===== src/rtl/reg_universal_n.sv =====
// ---------------------------------------------------------------------------
// reg_universal_n -- universal shift/rotate/load register with an optional
// multi-step burst engine.
//
// Build option:
//   REG_UNIVERSAL_BURST_EN  defined   -> burst engine present (start/count,
//                                        busy/done active)
//                           undefined -> start/count ignored, busy/done tied 0
//
// Parameters:
//   WIDTH  register width in bits (>= 2)
//   CW     width of the burst count port
//
// Ports:
//   clk      rising-edge clock for all state
//   reset    asynchronous active-low reset, clears all state
//   set      synchronous, loads all ones (highest priority, ignores enable)
//   enable   high permits mode ops and burst progress, low holds all state
//   mode     000 hold, 001 shr, 010 shl, 011 load, 100 ror, 101 rol,
//            110 asr, 111 clear
//   P_in     parallel load data
//   S_in     serial bit: enters MSB on shr, LSB on shl
//   start    burst request
//   count    burst length in single-bit steps (clamped to WIDTH)
//   P_out    register contents
//   S_out_r  P_out[0]
//   S_out_l  P_out[WIDTH-1]
//   busy     high while a burst still has steps to apply
//   done     one-cycle pulse at burst completion
// ---------------------------------------------------------------------------
module reg_universal_n #(
  parameter int WIDTH = 8,
  parameter int CW    = $clog2(WIDTH) + 1
) (
  input  logic             clk,
  input  logic             reset,
  input  logic             set,
  input  logic             enable,
  input  logic [2:0]       mode,
  input  logic [WIDTH-1:0] P_in,
  input  logic             S_in,
  input  logic             start,
  input  logic [CW-1:0]    count,
  output logic [WIDTH-1:0] P_out,
  output logic             S_out_r,
  output logic             S_out_l,
  output logic             busy,
  output logic             done
);

  localparam logic [2:0] MODE_HOLD  = 3'b000;
  localparam logic [2:0] MODE_SHR   = 3'b001;
  localparam logic [2:0] MODE_SHL   = 3'b010;
  localparam logic [2:0] MODE_LOAD  = 3'b011;
  localparam logic [2:0] MODE_ROR   = 3'b100;
  localparam logic [2:0] MODE_ROL   = 3'b101;
  localparam logic [2:0] MODE_ASR   = 3'b110;
  localparam logic [2:0] MODE_CLEAR = 3'b111;

  // One register step for the given op.
  function automatic logic [WIDTH-1:0] step_f(
    input logic [2:0]       op,
    input logic [WIDTH-1:0] cur,
    input logic             s_in,
    input logic [WIDTH-1:0] p_in
  );
    logic [WIDTH-1:0] res;
    case (op)
      MODE_HOLD:  res = cur;
      MODE_SHR:   res = {s_in, cur[WIDTH-1:1]};
      MODE_SHL:   res = {cur[WIDTH-2:0], s_in};
      MODE_LOAD:  res = p_in;
      MODE_ROR:   res = {cur[0], cur[WIDTH-1:1]};
      MODE_ROL:   res = {cur[WIDTH-2:0], cur[WIDTH-1]};
      MODE_ASR:   res = {cur[WIDTH-1], cur[WIDTH-1:1]};
      MODE_CLEAR: res = {WIDTH{1'b0}};
      default:    res = cur;
    endcase
    return res;
  endfunction

  logic [WIDTH-1:0] p_out_r;
  logic [WIDTH-1:0] p_next_s;

  assign P_out   = p_out_r;
  assign S_out_r = p_out_r[0];
  assign S_out_l = p_out_r[WIDTH-1];

`ifdef REG_UNIVERSAL_BURST_EN

  localparam logic [CW-1:0] WIDTH_C = CW'(WIDTH);
  localparam logic [CW-1:0] ONE_C   = CW'(1);
  localparam logic [CW-1:0] ZERO_C  = CW'(0);

  // Only single-bit movement ops may be repeated as a burst.
  function automatic logic is_burst_mode_f(input logic [2:0] op);
    logic ok;
    case (op)
      MODE_SHR, MODE_SHL, MODE_ROR, MODE_ROL, MODE_ASR: ok = 1'b1;
      default:                                          ok = 1'b0;
    endcase
    return ok;
  endfunction

  logic          busy_r;
  logic          done_r;
  logic [2:0]    burst_mode_r;
  logic [CW-1:0] remaining_r;

  logic          busy_next_s;
  logic          done_next_s;
  logic [2:0]    burst_mode_next_s;
  logic [CW-1:0] remaining_next_s;
  logic          start_ok_s;
  logic [CW-1:0] start_len_s;

  assign busy = busy_r;
  assign done = done_r;

  assign start_ok_s  = start & enable & ~busy_r & ~set & is_burst_mode_f(mode);
  assign start_len_s = (count > WIDTH_C) ? WIDTH_C : count;

  // Next-state selection: set > active burst > start acceptance > single op.
  // remaining_r counts the steps still owed after the current edge, so the
  // accepting edge already consumes one step.
  always_comb begin
    p_next_s          = p_out_r;
    busy_next_s       = busy_r;
    done_next_s       = 1'b0;
    remaining_next_s  = remaining_r;
    burst_mode_next_s = burst_mode_r;
    if (set) begin
      p_next_s          = {WIDTH{1'b1}};
      busy_next_s       = 1'b0;
      remaining_next_s  = ZERO_C;
      burst_mode_next_s = MODE_HOLD;
    end else if (!enable) begin
      p_next_s = p_out_r;
    end else if (busy_r) begin
      p_next_s         = step_f(burst_mode_r, p_out_r, S_in, P_in);
      remaining_next_s = remaining_r - ONE_C;
      if (remaining_r == ONE_C) begin
        busy_next_s = 1'b0;
        done_next_s = 1'b1;
      end else begin
        busy_next_s = 1'b1;
      end
    end else if (start_ok_s) begin
      burst_mode_next_s = mode;
      if (start_len_s == ZERO_C) begin
        // Zero-length burst: nothing moves, completion is reported at once.
        remaining_next_s = ZERO_C;
        busy_next_s      = 1'b0;
        done_next_s      = 1'b1;
      end else begin
        p_next_s         = step_f(mode, p_out_r, S_in, P_in);
        remaining_next_s = start_len_s - ONE_C;
        busy_next_s      = (start_len_s != ONE_C);
        done_next_s      = (start_len_s == ONE_C);
      end
    end else begin
      p_next_s = step_f(mode, p_out_r, S_in, P_in);
    end
  end

  // State registers for the data word and the burst engine.
  always_ff @(posedge clk or negedge reset) begin
    if (!reset) begin
      p_out_r      <= {WIDTH{1'b0}};
      busy_r       <= 1'b0;
      done_r       <= 1'b0;
      remaining_r  <= ZERO_C;
      burst_mode_r <= MODE_HOLD;
    end else begin
      p_out_r      <= p_next_s;
      busy_r       <= busy_next_s;
      done_r       <= done_next_s;
      remaining_r  <= remaining_next_s;
      burst_mode_r <= burst_mode_next_s;
    end
  end

`else

  // Burst request inputs have no function in this build.
  logic unused_s;
  assign unused_s = ^{start, count};

  assign busy = 1'b0;
  assign done = 1'b0;

  // Next-state selection without the burst engine: set > single op.
  always_comb begin
    p_next_s = p_out_r;
    if (set) begin
      p_next_s = {WIDTH{1'b1}};
    end else if (enable) begin
      p_next_s = step_f(mode, p_out_r, S_in, P_in);
    end else begin
      p_next_s = p_out_r;
    end
  end

  // Data word register.
  always_ff @(posedge clk or negedge reset) begin
    if (!reset) begin
      p_out_r <= {WIDTH{1'b0}};
    end else begin
      p_out_r <= p_next_s;
    end
  end

`endif

endmodule


===== config.mk =====
export PLATFORM = sky130hd
export DESIGN_NAME = reg_universal_n
export DESIGN_NICKNAME = d
export VERILOG_FILES = /design/src/rtl/reg_universal_n.sv
export SDC_FILE = /design/constraint.sdc
export NUM_CORES = 1
export LEC_CHECK = 0
export CORE_MARGIN = 8
export CORE_UTILIZATION = 40
export DETAILED_ROUTE_END_ITERATION = 12
export GPL_TIMING_DRIVEN = 0
export HOLD_SLACK_MARGIN = 0.1
export PLACE_DENSITY_LB_ADDON = 0.05
export SETUP_SLACK_MARGIN = 0.1
export SLEW_MARGIN = 20
export SYNTH_ARGS = -nofsm -noshare
export SYNTH_HDL_FRONTEND = slang
export SYNTH_SLANG_ARGS = --single-unit

===== constraint.sdc =====
create_clock -name clk -period 1.5 [get_ports clk]
set_input_delay 0.3 -clock clk [delete_from_list [all_inputs] [get_ports clk]]
set_output_delay 0.3 -clock clk [all_outputs]
set_load 0.02 [all_outputs]

==> results.md, run 1 <==
* Ys Warns at 0
* Initial core utilization at 0.421
* Clock buffer depth at 2
* Crit path buf inv count at 3
* Crit path cell chain: clkdlybuf4s50_1, buf_6, buf_4, o21ai_0, o22ai_1, a32oi_1
* FF-to-FF End: P_out[2]
* Ports at 33
* Commonest non-fill, non-tap cells in the layout: 11 x buf_4, 11 x clkdlybuf4s50_1, 9 x nand2b_1
* Rows at 15
* Total wire length at between 2000 and 2500 um
* Crit start category: input pin
* Port Buf Inserts at 24
* Crit path kind: in -> reg
* Slew Limit Fails at 0
* CP max stage delay at 0.50 ns
* Die W at 58.6 um
* Drt first-iter violations at 18
* Register area at 201 um2
* Clk_lat worst skew at 0.25 ns
* RR Startpoint: P_out[1]
* Fmax at approximately 710 MHz
* Power Dens Cells at 621 nW/um2
* Layout cells sized above 1 at 0.287
* CP Max Fanout at 10
* Logic pwr share at 0.391
* Clk sink count at 8
* Cell-internal power at 0.459 mW
* Switching share of power at 0.337
* Die area at roughly 3400 um2
* Initial antenna violation count at 0
* CP arrival at 1.54 ns
* Clock period minus final worst setup slack at 1.41 ns
* Core area at 1730 um2
* Pleak at approximately 0.43 nW
* Vias at 793
* Max reg flops at 8
* Worst reg-to-reg setup slack at 0.22 ns
* Crit end category: flip-flop
* Skew final at 0.00368 ns
* Tot GR Track Use at 0.142
* H-tree levels at 1
* RSZ-0062 raised after global routing: true
* Ant. Diodes at 0
* NumNets Final at between 100 and 150
* Final setup viols at 0
* Worst Slack Setup Final at 0.0913 ns
* Hold slack at 0.344 ns
* Multi-input gate area at 512 um2
* Global route total overflow at 0
* DP HPWL at 1540 um
* Via/cell ratio at 5.66
* DRC Markers at 0
* CP top delay family: buffers and inverters
* Post-route cell area at 1110 um2
* Fin crit share at 0.939
* Count of different cell masters after synthesis at 31
* Seq/Total Area, Yosys at 0.275
* Seq pwr share at 0.365
* R2R cell count at 3
* Register clock-pin slew on the reported worst setup and hold paths at ~0.060 ns
* First-pass GRT wire length at 3820 um
* Peak supply drop at 443 uV
* Layout Area Growth over Synthesis at 53.4%
* Detail Route Antenna Nets at 0
* MaxCap Viol Count at 0
* Routed wire per std cell at 15.9 um
* Vias in the first global route at ~800
* Switching Power at 0.233 mW
* Outcome: finished, final reports clean
* Number of CTS-inserted buffers at 3
* Post-Syn Area at around 730 um2
* Clock share of power at 0.244
* Placed Area at 1000 um2
* FILL cells at 148
* Die height at 58.6 um
* Cell count after synthesis at 84
* Syn avg cell area at 8.65 um2
* Initial DRT Pass Iterations at 4
* Largest net degree at the start of global routing at 11
* Gpl congestion at 0.795
* Synth Register Bits at 8
* Clock Tree Root: clkbuf_4
* Crit-path slowest cell: clkdlybuf4s50_1
* CTS tree: yes
* Worst Hold Class: in -> async
* Worst slack, placed at -0.405 ns
* WP data required at 1.63 ns
* Final hold vios at 0
[power groups by stage]
stage | combinational, mW | clock (mW) | sequential [mW]
after CTS | 0.260 | 0.177 | 0.252
after global routing | 0.294 | 0.197 | 0.256
after floorplan | 0.125 | 0 | 0.270
after detailed placement | 0.248 | 0 | 0.257
final | 0.271 | 0.169 | 0.252
after global placement | 0.247 | 0 | 0.256
[metrics by stage]
step / power [mW] / cells / TNS (ns) / utilization
final: 0.692 / 140 / 0 / 0.646
after global routing: 0.747 / 140 / 0 / 0.646
after CTS: 0.688 / 140 / 0 / 0.628
after detailed placement: 0.505 / 134 / -2.99 / 0.580
after global placement: 0.503 / 134 / -3.09 / 0.580
after floorplan: 0.395 / 85 / 0 / -
[routing by layer]
metal	wire (um)	global-route usage
met3	182	0.0522
met4	29	0.0717
met1	1010	0.169
met5	0	0
met2	994	0.217
[worst register-to-register path: cells and delay by family (launching register included)]
kind / cells / cell delay [ns]
AND/OR/NAND/NOR: 1 / 0.24
AO/OA/AOI/OAI: 2 / 0.50
flip-flops: 1 / 0.43
[cell families after synthesis]
group | after synthesis | synth area share
compound gates | 34 | 0.363
simple gates | 24 | 0.212
buf+inv | 15 | 0.119
flops | 8 | 0.275
xor+xnor | 1 | 0.0121
mux | 1 | 0.0138
other cells | 1 | 0.00516
[timing repair]
action	CTS	global route
setup buffers	3	1
resized for setup	28	19
hold buffers	0	0
hold endpoints to repair	0	0
endpoints found under the setup margin	18	13
pin swaps	2	0
[cell type report]
| cell class | instances | area share |
|---|---|---|
| clock buffer | 3 | 0.0202 |
| multi-input combinational | 62 | 0.459 |
| inverter | 3 | 0.0123 |
| timing repair buffer | 28 | 0.224 |
| sequential | 8 | 0.181 |
| buffer | 11 | 0.0752 |
| tap | 25 | 0.0281 |
[synthesized netlist by cell type]
cell type,instances,share of area
a2111oi_0,1,0.012
a211oi_1,1,0.010
a21oi_1,6,0.041
a221o_1,6,0.083
a221oi_1,6,0.072
a31oi_1,1,0.0086
a32oi_1,1,0.012
a41oi_1,1,0.012
and2_1,1,0.0086
and3_1,1,0.0086
and3_4,1,0.015
buf_2,3,0.021
buf_4,5,0.052
buf_6,1,0.015
clkbuf_1,3,0.015
conb_1,1,0.0052
dfrtp_1,8,0.28
inv_1,2,0.010
inv_2,1,0.0052
mux2i_1,1,0.014
nand2b_1,10,0.086
nor2_1,4,0.021
nor2b_1,1,0.0086
nor3b_1,2,0.021
nor4b_1,1,0.012
o21ai_0,3,0.021
o22a_1,6,0.072
o22ai_1,1,0.0086
o31ai_1,1,0.010
or2b_1,3,0.031
xor2_1,1,0.012
[worst max path at each step]
stage | to | cells past startpoint | start
after floorplan | P_out[5] | 6 | mode[0]
after global placement | P_out[0] | 6 | mode[1]
final | P_out[7] | 6 | mode[2]
after global routing | P_out[0] | 6 | mode[1]
after CTS | P_out[7] | 2 | P_out[7]
after detailed placement | P_out[5] | 6 | mode[1]
Power figures use the tool's default switching activity.
==> inputs of run 2 (changes only) <==
--- a/config.mk
+++ b/config.mk
@@ -7,6 +7,7 @@
 export LEC_CHECK = 0
 export CORE_MARGIN = 8
 export CORE_UTILIZATION = 40
+export CTS_CLUSTER_SIZE = 28
 export DETAILED_ROUTE_END_ITERATION = 12
 export GPL_TIMING_DRIVEN = 0
 export HOLD_SLACK_MARGIN = 0.1
==> results of run 2 <==
The final DEF is identical to that of run 1; final timing and power are the same.
==> inputs of run 3 (changes only) <==
--- a/config.mk
+++ b/config.mk
@@ -12,6 +12,7 @@
 export GPL_TIMING_DRIVEN = 0
 export HOLD_SLACK_MARGIN = 0.1
 export PLACE_DENSITY_LB_ADDON = 0.05
+export REMOVE_ABC_BUFFERS = 1
 export SETUP_SLACK_MARGIN = 0.1
 export SLEW_MARGIN = 20
 export SYNTH_ARGS = -nofsm -noshare
==> results.md, run 3 (synthesis gave the netlist of run 1 again) <==
* Layout cells sized above 1 at 0.129
* Commonest non-fill, non-tap cells in the layout: 12 x clkdlybuf4s50_1, 9 x nand2b_1, 8 x dfrtp_1
* Clock period minus final worst setup slack at 1.34 ns
* Final TNS setup at 0 ns
* Clk sink count at 8
* Clk_lat worst skew at between 0.2 and 0.3 ns
* Via/cell ratio at roughly 5.8
* Port Buf Inserts at 25
* Initial antenna violation count at 0
* Final setup viols at 0
* Tot GR Track Use at 0.127
* RSZ-0062 raised after global routing: false
* Core area at 1730 um2
* WP data required at roughly 1.2 ns
* Peak supply drop at between 300 and 400 uV
* Gpl congestion at 0.729
* Initial core utilization at 0.421
* Ant. Diodes at 0
* DP HPWL at approximately 1500 um
* NumNets Final at 124
* Clock share of power at 0.263
* Post-CTS setup buffers at 0
* MaxCap Viol Count at 0
* Slew Limit Fails at 0
* Crit path cell chain: dlygate4sd2_1
* Layout Area Growth over Synthesis at 28.9%
* Crit start category: flip-flop
* CP top delay family: flip-flops
* Die height at 58.6 um
* CTS tree: yes
* Die area at 3440 um2
* Post-route cell area at 937 um2
* DRC Markers at 0
* Fin crit share at 0.890
* CP max stage delay at 0.43 ns
* Die W at 58.6 um
* Outcome: finished, final reports clean
* Power Dens Cells at roughly 680 nW/um2
* H-tree levels at 1
* Skew final at 0.000681 ns
* R2R cell count at 3
* Seq pwr share at 0.399
* Logic pwr share at 0.338
* Cell-internal power at 0.424 mW
* Clock buffer depth at 2
* Drt first-iter violations at 17
* Fmax at between 700 and 800 MHz
* Number of CTS-inserted buffers at 3
* Vias in the first global route at 756
* Initial DRT Pass Iterations at 4
* Clock Tree Root: clkbuf_4
* CP Depth at 1
* Register clock-pin slew on the reported worst setup and hold paths at 0.06 ns
* Vias at 737
* Final hold vios at 0
* Switching share of power at 0.332
* CP arrival at 1.04 ns
* Routed wire per std cell at 16.0 um
* Ports at 33
* Detail Route Antenna Nets at 0
* Rows at 15
* Max reg flops at 8
* Global route total overflow at 0
* Crit-path slowest cell: dfrtp_1
* Worst Hold Class: in -> async
* Largest net degree at the start of global routing at 21
* Switching Power at 0.211 mW
* Placed Area at about 940 um2
* First-pass GRT wire length at between 3000 and 4000 um
* Crit end category: primary output
* Crit path kind: reg -> out
* Crit path buf inv count at 1
* Pleak at between 0.3 and 0.4 nW
* CP Max Fanout at 6
* Total wire length at approximately 2000 um
* Commonest non-fill, non-tap cell in the layout: clkdlybuf4s50_1
* Power Total at 0.634 mW
## run 3: layout make-up
class,count,area (um2)
fillers,189,790
multi-input cells,62,455
repair buffers,25,216
flip-flops and latches,8,200
well taps,25,31.3
clock buffers,3,22.5
inverters,3,11.3
## run 3: routing by layer
metal	wire, um	global-route usage	part of all wire	vias to the layer above
met4	46	0.0717	0.023	0
met3	102	0.0261	0.051	4
li1	-	-	-	355
met1	947	0.153	0.47	354
met2	918	0.206	0.46	24
met5	0	0	0	-
## run 3: repair_timing
item	4_1_cts	5_1_grt
setup endpoints to repair	18	11
gates resized for setup	21	14
hold buffers	0	0
cloned	0	0
## run 3: power groups by stage
stage	clock [mW]	sequential [mW]	combinational [mW]
2_1_floorplan	0	0.275	0.0894
3_3_place_gp	0	0.256	0.227
3_5_place_dp	0	0.257	0.229
4_1_cts	0.172	0.252	0.215
5_1_grt	0.184	0.257	0.237
6_report	0.167	0.253	0.214
## run 3: stage by stage
stage	hold WS, ns	setup slack, ns	utilization	instances
after detailed placement	0.587	-0.742	0.543	123
after floorplan	0.00441	0.198	-	73
after global routing	0.360	0.114	0.543	126
after global placement	0.583	-0.714	0.543	123
final	0.338	0.165	0.543	126
after CTS	0.349	0.0232	0.551	126
## run 3: worst paths after layout
kind,slack (ns),end,start
worst max register to register,0.23,P_out[2],P_out[1]
worst min-delay path,0.34,P_out[7],reset
worst min register to register,0.59,P_out[0],P_out[0]
max in group asynchronous,0.89,P_out[4],reset
worst max-delay path,0.16,P_out[1],P_out[1]
min in group clk,0.54,P_out[7],mode[0]
